File: config.mk
export PLATFORM = sky130hd
export DESIGN_NAME = saradc_ctrl
export DESIGN_NICKNAME = d
export VERILOG_FILES = /design/src/rtl/saradc_pkg.sv /design/src/rtl/saradc_valid_sync.sv /design/src/rtl/saradc_ctrl.sv
export SDC_FILE = /design/constraint.sdc
export NUM_CORES = 1
export LEC_CHECK = 0
export CAP_MARGIN = 0
export CORE_MARGIN = 4
export CORE_UTILIZATION = 45
export CTS_BUF_LIST = sky130_fd_sc_hd__clkbuf_16
export CTS_CLUSTER_DIAMETER = 50
export DETAILED_ROUTE_END_ITERATION = 7
export PLACE_DENSITY = 0.74
export SYNTH_ARGS = -nofsm -noshare
export SYNTH_HDL_FRONTEND = slang
export SYNTH_HIERARCHICAL = 1
export SYNTH_SLANG_ARGS = --single-unit
File: constraint.sdc
create_clock -name wb_clk_i -period 2.4 [get_ports wb_clk_i]
set_input_delay 0.48 -clock wb_clk_i [delete_from_list [all_inputs] [get_ports wb_clk_i]]
set_output_delay 0.48 -clock wb_clk_i [all_outputs]
set_load 0.01 [all_outputs]
File: src/rtl/saradc_pkg.sv
// Shared types and constants for the SAR ADC sequencing controller.
// No logic; widths here bound the averaging range and accumulator size.
// No flow control of its own.
package saradc_pkg;

  localparam int ADC_W              = 10;
  localparam int AVG_MAX_LOG2       = 7;
  localparam int ACC_W              = 17;
  localparam int AVG_W              = 3;
  localparam int CNT_W              = AVG_MAX_LOG2 + 1;
  localparam int IVL_W              = 16;
  localparam int TIMEOUT_CYCLES_DEF = 4095;
  localparam int EN_LOW_CYCLES_DEF  = 2;

  typedef enum logic [2:0] {
    S_IDLE,
    S_CAL_REQ,
    S_CONV_REQ,
    S_ACCUM,
    S_EN_GAP,
    S_PUBLISH,
    S_WAIT
  } state_t;

  typedef struct packed {
    logic [AVG_W-1:0] avg_log2;
    logic [IVL_W-1:0] interval;
  } cfg_t;

  function automatic logic [CNT_W-1:0] batch_size(input logic [AVG_W-1:0] log2);
    batch_size = CNT_W'(1) << log2;
  endfunction

endpackage

File: src/rtl/saradc_valid_sync.sv
// Brings the macro's asynchronous valid strobe into the clock domain and emits a one-cycle completion pulse.
// Latency: pulse appears 3 cycles after adc_valid rises (2 sync flops + edge register).
// No backpressure; a completion is a single-cycle event.
module saradc_valid_sync (
  input  logic clk,
  input  logic rst,
  input  logic adc_valid,
  output logic cvt_done
);

  logic sync1, sync2, sync2_d;

  always_ff @(posedge clk) begin
    if (rst) begin
      sync1    <= 1'b0;
      sync2    <= 1'b0;
      sync2_d  <= 1'b0;
      cvt_done <= 1'b0;
    end else begin
      sync1    <= adc_valid;
      sync2    <= sync1;
      sync2_d  <= sync2;
      cvt_done <= sync2 & ~sync2_d;
    end
  end

endmodule

File: src/rtl/saradc_ctrl.sv
// Sequences calibration/conversion requests to the SAR ADC macro and averages 2^N results per batch.
// Latency: per conversion 1 + EN_LOW_CYCLES + 3 sync cycles plus macro time; data_valid rises the cycle after PUBLISH.
// Output is a single register: an unread result is overwritten on the next batch and flagged as overrun.
module saradc_ctrl
  import saradc_pkg::*;
#(
  parameter int TIMEOUT_CYCLES = TIMEOUT_CYCLES_DEF,
  parameter int EN_LOW_CYCLES  = EN_LOW_CYCLES_DEF
) (
  input  logic             wb_clk_i,
  input  logic             wb_rst_i,
  input  logic             start,
  input  logic             continuous,
  input  logic             cal_req,
  input  logic [AVG_W-1:0] avg_log2,
  input  logic [IVL_W-1:0] interval,
  input  logic             clr_err,
  output logic             adc_en,
  output logic             adc_cal,
  input  logic             adc_valid,
  input  logic [ADC_W-1:0] adc_result,
  output logic [ADC_W-1:0] data,
  output logic             data_valid,
  input  logic             data_ready,
  output logic             busy,
  output logic             overrun,
  output logic             timeout_err
);

  localparam int TMO_W = $clog2(TIMEOUT_CYCLES + 1);
  localparam int GAP_W = $clog2(EN_LOW_CYCLES + 1);

  state_t           state, state_nxt;
  cfg_t             cfg;
  logic [ACC_W-1:0] acc;
  logic [CNT_W-1:0] samp_cnt;
  logic [TMO_W-1:0] tmo_cnt;
  logic [GAP_W-1:0] gap_cnt;
  logic [IVL_W-1:0] int_cnt;
  logic             cvt_done;
  logic             tmo_hit;
  logic             in_req;

  saradc_valid_sync u_valid_sync (
    .clk       (wb_clk_i),
    .rst       (wb_rst_i),
    .adc_valid (adc_valid),
    .cvt_done  (cvt_done)
  );

  assign busy   = (state != S_IDLE);
  assign in_req = (state == S_CAL_REQ) || (state == S_CONV_REQ);

  always_comb begin
    state_nxt = state;
    tmo_hit   = 1'b0;
    case (state)
      S_IDLE: begin
        if (start) state_nxt = cal_req ? S_CAL_REQ : S_CONV_REQ;
      end
      S_CAL_REQ, S_CONV_REQ: begin
        // A completion arriving on the last allowed cycle still counts.
        if (cvt_done) begin
          state_nxt = (state == S_CAL_REQ) ? S_EN_GAP : S_ACCUM;
        end else if (tmo_cnt == TMO_W'(TIMEOUT_CYCLES - 1)) begin
          tmo_hit   = 1'b1;
          state_nxt = S_IDLE;
        end
      end
      S_ACCUM: begin
        state_nxt = (samp_cnt + CNT_W'(1) == batch_size(cfg.avg_log2)) ? S_PUBLISH : S_EN_GAP;
      end
      S_EN_GAP: begin
        if (gap_cnt == GAP_W'(EN_LOW_CYCLES - 1)) state_nxt = S_CONV_REQ;
      end
      S_PUBLISH: begin
        if (!continuous)               state_nxt = S_IDLE;
        else if (cfg.interval != '0)   state_nxt = S_WAIT;
        else                           state_nxt = S_EN_GAP;
      end
      S_WAIT: begin
        if (!continuous)                                state_nxt = S_IDLE;
        else if (int_cnt == cfg.interval - IVL_W'(1))   state_nxt = S_EN_GAP;
      end
      default: state_nxt = S_IDLE;
    endcase
  end

  always_ff @(posedge wb_clk_i) begin
    if (wb_rst_i) begin
      state       <= S_IDLE;
      cfg         <= '0;
      acc         <= '0;
      samp_cnt    <= '0;
      tmo_cnt     <= '0;
      gap_cnt     <= '0;
      int_cnt     <= '0;
      adc_en      <= 1'b0;
      adc_cal     <= 1'b0;
      data        <= '0;
      data_valid  <= 1'b0;
      overrun     <= 1'b0;
      timeout_err <= 1'b0;
    end else begin
      state <= state_nxt;
      // Pins are registered from the next state so they toggle glitch-free with the FSM.
      adc_en  <= (state_nxt == S_CAL_REQ) || (state_nxt == S_CONV_REQ);
      adc_cal <= (state_nxt == S_CAL_REQ);

      if (state == S_IDLE && start) cfg <= '{avg_log2: avg_log2, interval: interval};

      tmo_cnt <= in_req              ? tmo_cnt + 1'b1 : '0;
      gap_cnt <= (state == S_EN_GAP) ? gap_cnt + 1'b1 : '0;
      int_cnt <= (state == S_WAIT)   ? int_cnt + 1'b1 : '0;

      if (state == S_ACCUM) begin
        acc      <= acc + ACC_W'(adc_result);
        samp_cnt <= samp_cnt + 1'b1;
      end else if (state == S_PUBLISH || tmo_hit) begin
        acc      <= '0;
        samp_cnt <= '0;
      end

      if (state == S_PUBLISH) begin
        data       <= ADC_W'(acc >> cfg.avg_log2);
        data_valid <= 1'b1;
      end else if (data_ready) begin
        data_valid <= 1'b0;
      end

      // Error events are applied after the clear so they win a same-cycle clr_err.
      if (clr_err) overrun <= 1'b0;
      if (state == S_PUBLISH && data_valid && !data_ready) overrun <= 1'b1;

      if (clr_err) timeout_err <= 1'b0;
      if (tmo_hit) timeout_err <= 1'b1;
    end
  end

endmodule

==> results of run 1 <==
per-stage QoR:
step / total power [mW] / hold slack, ns / utilization (%) / setup slack, ns / instance area, um^2
after global routing: 4.17 / 0.432 / 59.8 / -0.348 / 7210
after floorplan: 2.16 / 0.387 / - / -0.0824 / 5590
after global placement: 2.43 / 0.395 / 55.8 / -0.509 / 6730
after detailed placement: 2.45 / 0.413 / 55.8 / -0.596 / 6730
final: 4.01 / 0.414 / 59.8 / -0.325 / 7210
after CTS: 4.01 / 0.422 / 59.2 / -0.219 / 7140
layer usage:
metal | part of all wire [%] | vias to the layer above
li1 | - | 2647
met1 | 43 | 2524
met2 | 51 | 133
met3 | 4.1 | 25
met4 | 1.8 | 0
met5 | 0 | -
worst reg2reg max path, cell delays in order (launching register included):
cell and delay (ns):
dfxtp_1 0.34, or4b_1 0.59, a211oi_1 0.29, o2111ai_1 0.18
nor4b_2 0.37, o2111ai_2 0.17, a41o_1 0.25, a2111oi_4 0.34
or2_1 0.15
logic make-up (layout without fill, tap and decap cells):
logic type / count (synthesis) / in the layout / synth area share (%)
fa+ha+maj: 17 / 17 / 3.96
compound gates: 154 / 154 / 18.7
buf+inv: 58 / 168 / 4.19
mux: 24 / 24 / 5.70
flops: 96 / 96 / 34.6
simple gates: 280 / 280 / 25.0
xor+xnor: 50 / 50 / 7.88
cells in the mapped netlist, types with 3 or more instances:
| cell type | instances | area (um^2) |
|---|---|---|
| a211oi_1 | 17 | 128 |
| a21o_1 | 6 | 45.0 |
| a21oi_1 | 51 | 255 |
| a22oi_1 | 12 | 90.1 |
| a31oi_1 | 6 | 37.5 |
| and2_1 | 6 | 37.5 |
| and3_1 | 10 | 62.6 |
| and4_1 | 3 | 26.3 |
| buf_1 | 4 | 15.0 |
| clkbuf_1 | 32 | 120 |
| dfxtp_1 | 96 | 1920 |
| ha_1 | 16 | 200 |
| inv_1 | 20 | 75.1 |
| mux2i_1 | 17 | 170 |
| mux4_2 | 6 | 135 |
| nand2_1 | 73 | 274 |
| nand2b_1 | 5 | 31.3 |
| nand3_1 | 27 | 135 |
| nand3b_1 | 5 | 37.5 |
| nand4_1 | 5 | 31.3 |
| nor2_1 | 84 | 315 |
| nor2b_1 | 10 | 62.6 |
| nor3_1 | 14 | 70.1 |
| nor3b_1 | 3 | 22.5 |
| nor4_1 | 5 | 31.3 |
| o2111ai_1 | 3 | 26.3 |
| o211ai_1 | 4 | 30.0 |
| o21a_1 | 3 | 22.5 |
| o21ai_0 | 19 | 95.1 |
| o31ai_1 | 3 | 22.5 |
| or2_2 | 3 | 18.8 |
| or3_1 | 10 | 62.6 |
| or4_1 | 4 | 30.0 |
| xnor2_1 | 19 | 166 |
| xor2_1 | 31 | 272 |
flip-flops by register name (all words and copies together) (netlist names):
name / count
adc_en: 1
acc: 17
gap_cnt: 2
timeout_err: 1
int_cnt: 16
state: 3
data_valid: 1
u_valid_sync/sync2: 1
samp_cnt: 8
overrun: 1
cfg: 19
tmo_cnt: 12
u_valid_sync/sync2_d: 1
u_valid_sync/cvt_done: 1
data: 10
adc_cal: 1
u_valid_sync/sync1: 1
final cells by class:
type                    count  share of cell area, %
multi-input cells         525                   49.4
clock buffers               9                   3.12
repair buffers            132                   15.7
clock inverters             7                   1.20
inverters                  20                   1.04
well taps                 168                   2.91
flip-flops and latches     96                   26.7
power breakdown:
group / leakage, nW / internal [mW] / switching (mW)
Clock: 0.153 / 0.904 / 0.629
Combinational: 1.81 / 0.398 / 0.406
Sequential: 0.778 / 1.64 / 0.0365
Total: 2.75 / 2.94 / 1.07
final timing paths:
| path | to | slack, ns | depth (start not counted) |
|---|---|---|---|
| setup / recovery | adc_en$_SDFF_PP0_ | -0.33 | 8 |
| hold / removal | u_valid_sync/cvt_done$_SDFF_PP0_ | 0.41 | 1 |
| setup reg to reg | adc_en$_SDFF_PP0_ | -0.33 | 8 |
| hold reg to reg | u_valid_sync/cvt_done$_SDFF_PP0_ | 0.41 | 1 |
cell usage in the layout, fill, tap and decap left out, drive strengths merged, types with 6 or more instances in the layout:
| cell | n |
|---|---|
| a211oi | 18 |
| a21o | 6 |
| a21oi | 51 |
| a22oi | 12 |
| a31oi | 6 |
| and2 | 6 |
| and3 | 10 |
| buf | 81 |
| clkbuf | 9 |
| clkdlybuf4s50 | 49 |
| dfxtp | 96 |
| ha | 16 |
| inv | 20 |
| mux2i | 17 |
| mux4 | 6 |
| nand2 | 73 |
| nand3 | 27 |
| nor2 | 84 |
| nor2b | 10 |
| nor3 | 14 |
| nor4 | 6 |
| o21ai | 20 |
| or3 | 10 |
| xnor2 | 19 |
| xor2 | 31 |
timing repair:
action / 4_1_cts / 5_1_grt
pin swaps: 12 / 12
setup endpoints to repair: 10 / 9
buffers inserted: 4 / 2
resized for setup: 18 / 12
gates cloned: 0 / 0
==> flow_summary_export.csv, run 1 <==
group,metric,value,unit
timing,rsz0062_at_grt,"yes",
die,start_util,46.0,%
die,die_x,119,um
run_status,violations,"negative setup slack",
synth,ys_seq_elements,96,
route,totalWireLength,14200,um
worst_setup_path,cp_top_family,"compound AO/OA/AOI/OAI gates",
layout,fin_nets,838,
global_routing,antenna_found_initial,0,
synth,synth-async-reset-ratio,0,%
global_routing,grt_pass1_vias,5219,
pwr,vdd_drop_max,409,uV
global_routing,grt-ovfl-total,0,
timing,drv_slew,0,
worst_setup_path,critPathMaxStageDelay,0.59,ns
synth,synth_area,0.00555,mm^2
global_routing,grtUsageMet3,3.70,%
worst_setup_path,crit_buf_inv,0,
hold_path,hold_path_class,"reg2reg",
worst_setup_path,cp_max_fo,4,
clock_tree,cts_hold_buffers,0,
route,drt_iter0_drc,358,
route,drt-pass1-iter-count,6,
place,gp_congestion,0.903,
worst_setup_path,reg2reg_from,"cfg[6]$_SDFFE_PP0P_",
timing,finalClockSkew,0.00814,ns
die,rows,40,
global_routing,grt.busiest_layer,"met2",
worst_setup_path,cp_cell_sequence,"or4b_1, a211oi_1, o2111ai_1, nor4b_2, o2111ai_2, a41o_1, a2111oi_4, or2_1",
die,design.die.area,0.0142,mm^2
layout,regArea,0.00192,mm^2
global_routing,grt_max_degree,54,
die,die_h,119,um
die,pin_count,53,
route,detail_route.drc_violations,0,
pwr,power_leakage,2.75,nW
synth,avgSynthCellArea,8.18,um^2
worst_setup_path,cp.required,2.70,ns
timing,fin_ws,-0.325,ns
clock_tree,clk_latency,0.36,ns
timing,setup_viol,3,
layout,diodes,0,
timing,hold_viol,0,
clock_tree,cts.htree.levels,3,
synth,syn-num-nets,733,
layout,final_cells,957,
global_routing,grt_pass1_wl,23700,um
layout,n_fill_cell,1028,
synth,yosysSeqAreaShare,34.6,%
flow_run,drv_cap,0,
synth,synth-edff-count,0,
place,numPortBuffers,52,
timing,final.setup.tns,-0.659,ns
worst_setup_path,slowest_stage,"or4b_1",
timing,fin_crit,2.73,ns
layout,layout-area-overhead-vs-synth,29.8,%
route,viasPerCell,5.57,
clock_tree,cts_buffers,9,
clock_tree,cts_tree,"yes",
route,ant_nets,0,
place,dp_hpwl,10600,um
route,vias,5329,
clock_tree,clock_path_buffers,2,
global_routing,met1_usage,24.7,%
layout,multi_input_area,0.00356,mm^2
global_routing,use_met2,34.5,%
worst_setup_path,crit_type,"reg2reg",
route,avgRoutedWirePerCell,14.9,um
worst_setup_path,cp-startpoint,"cfg[6]$_SDFFE_PP0P_",
pwr,p_per_area,556,mW/mm^2
clock_tree,clockRootBuffer,"clkbuf_16",
timing,slew_headroom,55.9,%
layout,drive_gt1_share,18.1,%
timing,finalCritPeriodShare,114,%
run_status,status,"complete, but fails checks",
synth,synth_ff_type,"dfxtp_1",
clock_tree,path_clk_slew,0.07,ns
hold_path,hp-start,"u_valid_sync/sync2_d$_SDFF_PP0_",
timing,max_freq,0.367,GHz
worst_setup_path,crit_path_start_kind,"flip-flop",
place,place_inst,935,
worst_setup_path,end_kind,"flip-flop",
clock_tree,cts_sinks,96,
synth,synthDistinctLibCells,72,
synth,ys_warn_count,6,
die,coreArea,0.0121,mm^2
timing,worst-slew-pin-transition,0.660,ns
global_routing,track_usage,20.0,%
worst_setup_path,cp.arrival,3.03,ns
synth,synthCells,679,
Note: power is estimated with default switching activity, not from simulation.
==> run 2: changes to the inputs <==
Settings changed: CORE_UTILIZATION 45 to 52, PLACE_DENSITY 0.74 to 0.82.
==> flow_summary_export.csv, run 2 (synthesis results as in run 1) <==
group,metric,value,unit
layout,largest_register,"cfg",
layout,final_cell_mix,"dfxtp_1, nor2_1, buf_4",
global_routing,grt_max_degree,57,
clock_tree,cts.htree.levels,3,
clock_tree,clockRootBuffer,"clkbuf_16",
timing,drv_slew,0,
global_routing,antenna_found_initial,0,
layout,final_cells,928,
worst_setup_path,crit_type,"reg2reg",
pwr,vdd_drop_max,319,uV
timing,rsz0062_at_grt,"yes",
clock_tree,clock_path_buffers,2,
worst_setup_path,reg2reg_from,"cfg[2]$_SDFFE_PP0P_",
layout,reg.largest.list,"cfg: 19 flops, acc: 17 flops, int_cnt: 16 flops",
route,drt_iter0_drc,351,
layout,layout_commonest_cell,"dfxtp_1",
worst_setup_path,path_depth,8,
route,avgRoutedWirePerCell,16.3,um
layout,largest_reg_flops,19,
clock_tree,clk_latency,0.35,ns
layout,diodes,0,
place,dp_hpwl,10600,um
route,viasPerCell,5.91,
pwr,power_leakage,2.76,nW
worst_setup_path,crit_path_start_kind,"flip-flop",
clock_tree,cts_tree,"yes",
layout,layout-area-overhead-vs-synth,30.3,%
hold_path,hold_path_class,"reg2reg",
clock_tree,cts_buffers,9,
die,start_util,53.6,%
worst_setup_path,reg2reg_depth,8,
worst_setup_path,r2r_end,"adc_en$_SDFF_PP0_",
timing,finalClockSkew,0.00515,ns
timing,max_freq,0.380,GHz
route,vias,5484,
global_routing,grt_pass1_wl,25000,um
worst_setup_path,end_kind,"flip-flop",
worst_setup_path,cp.arrival,2.93,ns
flow_run,drv_cap,0,
global_routing,grt-ovfl-total,0,
worst_setup_path,worstSetupEndpoint,"adc_en$_SDFF_PP0_",
layout,fin_nets,841,
timing,fin_crit,2.63,ns
global_routing,grt_pass1_vias,5403,
place,gp_congestion,0.861,
worst_setup_path,cp_max_fo,6,
worst_setup_path,crit_top_cell,"a211oi_2",
clock_tree,cts_sinks,96,
route,totalWireLength,15100,um
die,pin_count,53,
timing,fin_ws,-0.234,ns
route,ant_nets,0,
run_status,violations,"negative setup slack",
timing,slew_headroom,48.8,%
die,die_h,111,um
die,die_x,111,um
timing,finalCritPeriodShare,110,%
worst_setup_path,slowest_stage,"or4_4",
worst_setup_path,regToRegSetupSlack,-0.23,ns
pwr,p_per_area,545,mW/mm^2
clock_tree,path_clk_slew,0.07,ns
worst_setup_path,cp.required,2.69,ns
timing,final.setup.tns,-0.412,ns
layout,drive_gt1_share,20.3,%
route,detail_route.drc_violations,0,
die,design.die.area,0.0124,mm^2
die,coreArea,0.0104,mm^2
worst_setup_path,critPathMaxStageDelay,0.61,ns
run_status,status,"complete, but fails checks",
worst_setup_path,cp_cell_sequence,"or4_4, nor4_4, a211oi_2, a211oi_2, o2111ai_2, a41o_1, a2111oi_4, or2_1",
die,rows,37,
worst_setup_path,cp-startpoint,"cfg[2]$_SDFFE_PP0P_",
timing,hold_viol,0,
worst_setup_path,crit_buf_inv,0,
place,numPortBuffers,52,
global_routing,track_usage,23.8,%
route,drt-pass1-iter-count,5,
worst_setup_path,cp_top_family,"compound AO/OA/AOI/OAI gates",
timing,worst-slew-pin-transition,0.766,ns
place,place_inst,903,
timing,setup_viol,3,
==> run 2: area by class of cell <==
cell class / instances / area [um^2]
Timing Repair Buffer: 135 / 1160
Inverter: 20 / 75.1
Tap cell: 136 / 170
Multi-Input combinational cell: 525 / 3600
Clock buffer: 9 / 225
Sequential cell: 96 / 1930
Clock inverter: 7 / 70.1
Fill cell: 774 / 3130
==> run 2: worst reg2reg max path, stage by stage (launching register included) <==
cell	delay (ns)
dfxtp_2	0.33
or4_4	0.61
nor4_4	0.32
a211oi_2	0.12
a211oi_2	0.28
o2111ai_2	0.18
a41o_1	0.28
a2111oi_4	0.32
or2_1	0.14
==> run 2: how the worst min path moves through the flow <==
| stage | from | end | slack (ns) | depth (start not counted) |
|---|---|---|---|---|
| global route | u_valid_sync/sync2_d$_SDFF_PP0_ | u_valid_sync/cvt_done$_SDFF_PP0_ | 0.44 | 1 |
| floorplan | u_valid_sync/sync2_d$_SDFF_PP0_ | u_valid_sync/cvt_done$_SDFF_PP0_ | 0.39 | 1 |
| detailed placement | u_valid_sync/sync2_d$_SDFF_PP0_ | u_valid_sync/cvt_done$_SDFF_PP0_ | 0.41 | 1 |
| global placement | u_valid_sync/sync2_d$_SDFF_PP0_ | u_valid_sync/cvt_done$_SDFF_PP0_ | 0.40 | 1 |
| CTS | u_valid_sync/sync2_d$_SDFF_PP0_ | u_valid_sync/cvt_done$_SDFF_PP0_ | 0.42 | 1 |
| finish | u_valid_sync/sync2_d$_SDFF_PP0_ | u_valid_sync/cvt_done$_SDFF_PP0_ | 0.42 | 1 |
==> run 2: report_power, final <==
group	total [mW]	internal, mW	leakage [nW]	switching, mW
logic	0.816	0.398	1.84	0.417
clock network	1.45	0.808	0.146	0.643
registers	1.68	1.64	0.779	0.0390
total	3.94	2.84	2.76	1.10
==> run 2: layer usage <==
layer | GRT usage (%) | wire [um] | up-vias
met2 | 43.6 | 7920 | 174
met1 | 28.3 | 6070 | 2621
met3 | 3.48 | 704 | 42
met4 | 8.43 | 391 | 0
li1 | - | - | 2647
met5 | 0 | 0 | -
==> run 2: metrics by stage <==
stage          power (mW)  instance area, um^2  setup WS, ns  util (%)  hold WS, ns
2_1_floorplan        2.16                 5590       -0.0824         -        0.387
3_3_place_gp         2.42                 6690        -0.504      64.5        0.396
3_5_place_dp         2.45                 6690        -0.579      64.5        0.411
4_1_cts              3.92                 7080        -0.240      68.3        0.422
5_1_grt              4.11                 7240        -0.331      69.8        0.441
6_report             3.94                 7240        -0.234      69.8        0.418
==> run 2: what timing repair did <==
| action | 4_1_cts | 5_1_grt |
|---|---|---|
| cloned | 0 | 2 |
| endpoints found under the hold margin | 0 | 0 |
| hold buffers | 0 | 0 |
| pin swaps | 13 | 9 |
| setup buffers | 4 | 4 |
| endpoints found under the setup margin | 9 | 12 |
| resized for setup | 18 | 26 |
==> run 3: changes to the inputs <==
Settings changed: CAP_MARGIN 0 to not set, SKIP_LAST_GASP set to 1.
==> flow_summary_export.csv, run 3 (synthesis results as in run 1) <==
group,metric,value,unit
clock_tree,clockRootBuffer,"clkbuf_16",
route,wl_met2,7970,um
layout,largest_reg_flops,19,
hold_path,hp-start,"u_valid_sync/sync2_d$_SDFF_PP0_",
clock_tree,path_clk_slew,0.07,ns
die,die_x,111,um
layout,n_fill_cell,776,
global_routing,grt_pass1_wl,25000,um
die,pin_count,53,
layout,fin_nets,841,
global_routing,grt_pass1_vias,5403,
clock_tree,clk_latency,0.35,ns
layout,reg.largest.list,"cfg: 19 flops, acc: 17 flops, int_cnt: 16 flops",
timing,worst-slew-pin-transition,0.764,ns
layout,layout-area-overhead-vs-synth,30.2,%
route,viasPerCell,5.91,
global_routing,grt_max_degree,57,
place,gp_congestion,0.861,
worst_setup_path,cp.required,2.69,ns
worst_setup_path,cp-startpoint,"cfg[2]$_SDFFE_PP0P_",
timing,drv_slew,0,
clock_tree,clock_path_buffers,2,
die,die_h,111,um
timing,hold_viol,0,
place,numPortBuffers,52,
clock_tree,cts_hold_buffers,0,
timing,fin_crit,2.63,ns
clock_tree,cts_sinks,96,
route,top_layer,"met4",
clock_tree,cts.htree.levels,3,
run_status,violations,"negative setup slack",
global_routing,track_usage,23.8,%
layout,drive_gt1_share,20.1,%
layout,diodes,0,
die,rows,37,
route,ant_nets,0,
layout,fin_util,69.7,%
layout,largest_register,"cfg",
layout,final_cells,928,
place,dp_hpwl,10600,um
worst_setup_path,reg2reg_from,"cfg[2]$_SDFFE_PP0P_",
timing,setup_viol,3,
layout,layout_commonest_cell,"dfxtp_1",
die,start_util,53.6,%
layout,final_cell_mix,"dfxtp_1, nor2_1, buf_4",
pwr,p_per_area,546,mW/mm^2
run_status,status,"complete, but fails checks",
worst_setup_path,cp_max_fo,6,
place,pre_cts_ws,-0.579,ns
global_routing,antenna_found_initial,0,
timing,finalCritPeriodShare,110,%
timing,finalClockSkew,0.00623,ns
worst_setup_path,cp.arrival,2.92,ns
route,wl_met3,642,um
timing,max_freq,0.380,GHz
global_routing,grt-ovfl-total,0,
die,design.die.area,0.0124,mm^2
timing,final.setup.tns,-0.410,ns
route,totalWireLength,15200,um
place,place_inst,903,
route,avgRoutedWirePerCell,16.3,um
hold_path,hold_path_class,"reg2reg",
timing,fin_ws,-0.234,ns
clock_tree,cts_tree,"yes",
pwr,vdd_drop_max,319,uV
route,vias,5485,
place,post_dp_cell_area,0.00669,mm^2
worst_setup_path,crit_type,"reg2reg",
flow_run,drv_cap,0,
pwr,power_leakage,2.76,nW
route,drt-pass1-iter-count,6,
route,drt_iter0_drc,329,
worst_setup_path,end_kind,"flip-flop",
timing,rsz0062_at_grt,"yes",
die,coreArea,0.0104,mm^2
route,wl_met1,6170,um
clock_tree,cts_buffers,9,
timing,slew_headroom,49.0,%
route,detail_route.drc_violations,0,
layout,final_area,0.00723,mm^2
worst_setup_path,crit_path_start_kind,"flip-flop",
-- run 3: cell counts in the layout (fill, tap and decap cells not counted) --
No cell type changed its count.
-- run 3: worst max-delay path, stage by stage (launching register included) --
cell and delay [ns]:
dfxtp_2 0.33, or4_4 0.61, nor4_4 0.32, a211oi_2 0.12, a211oi_2 0.28, o2111ai_2 0.18
a41o_1 0.28, a2111oi_4 0.32, or2_1 0.14
-- run 3: cell type report --
class,count,area (um^2),share of cell area (%)
multi-input cells,525,3600,49.7
flip-flops and latches,96,1930,26.7
repair buffers,135,1160,16.1
clock buffers,9,225,3.11
well taps,136,170,2.35
inverters,20,75.1,1.04
clock inverters,7,70.1,0.969
-- run 3: timing repair --
action,in CTS,in global routing
pin swaps,13,9
resized for setup,18,24
buffers inserted,4,4
endpoints found under the setup margin,9,12
gates cloned,0,2
-- run 3: metrics by stage --
stage	hold WS, ns	power [mW]
6_report	0.418	3.95
5_1_grt	0.441	4.11
4_1_cts	0.422	3.92
3_5_place_dp	0.411	2.45
3_3_place_gp	0.396	2.42
2_1_floorplan	0.387	2.16
-- run 3: worst paths after layout --
| check | end | slack (ns) | depth (start not counted) |
|---|---|---|---|
| worst max register to register | adc_en$_SDFF_PP0_ | -0.23 | 8 |
| worst min register to register | u_valid_sync/cvt_done$_SDFF_PP0_ | 0.42 | 1 |
| worst min-delay path | u_valid_sync/cvt_done$_SDFF_PP0_ | 0.42 | 1 |
| worst max-delay path | adc_en$_SDFF_PP0_ | -0.23 | 8 |
-- run 3: layer usage --
layer / vias up / track usage, %
met5: - / 0
met2: 164 / 43.6
met1: 2633 / 28.3
li1: 2651 / -
met4: 0 / 8.43
met3: 37 / 3.48
-- run 3: where the power goes --
part | internal, mW | switching, mW | total, mW
Combinational | 0.396 | 0.415 | 0.812
Sequential | 1.64 | 0.0390 | 1.68
Clock | 0.809 | 0.652 | 1.46
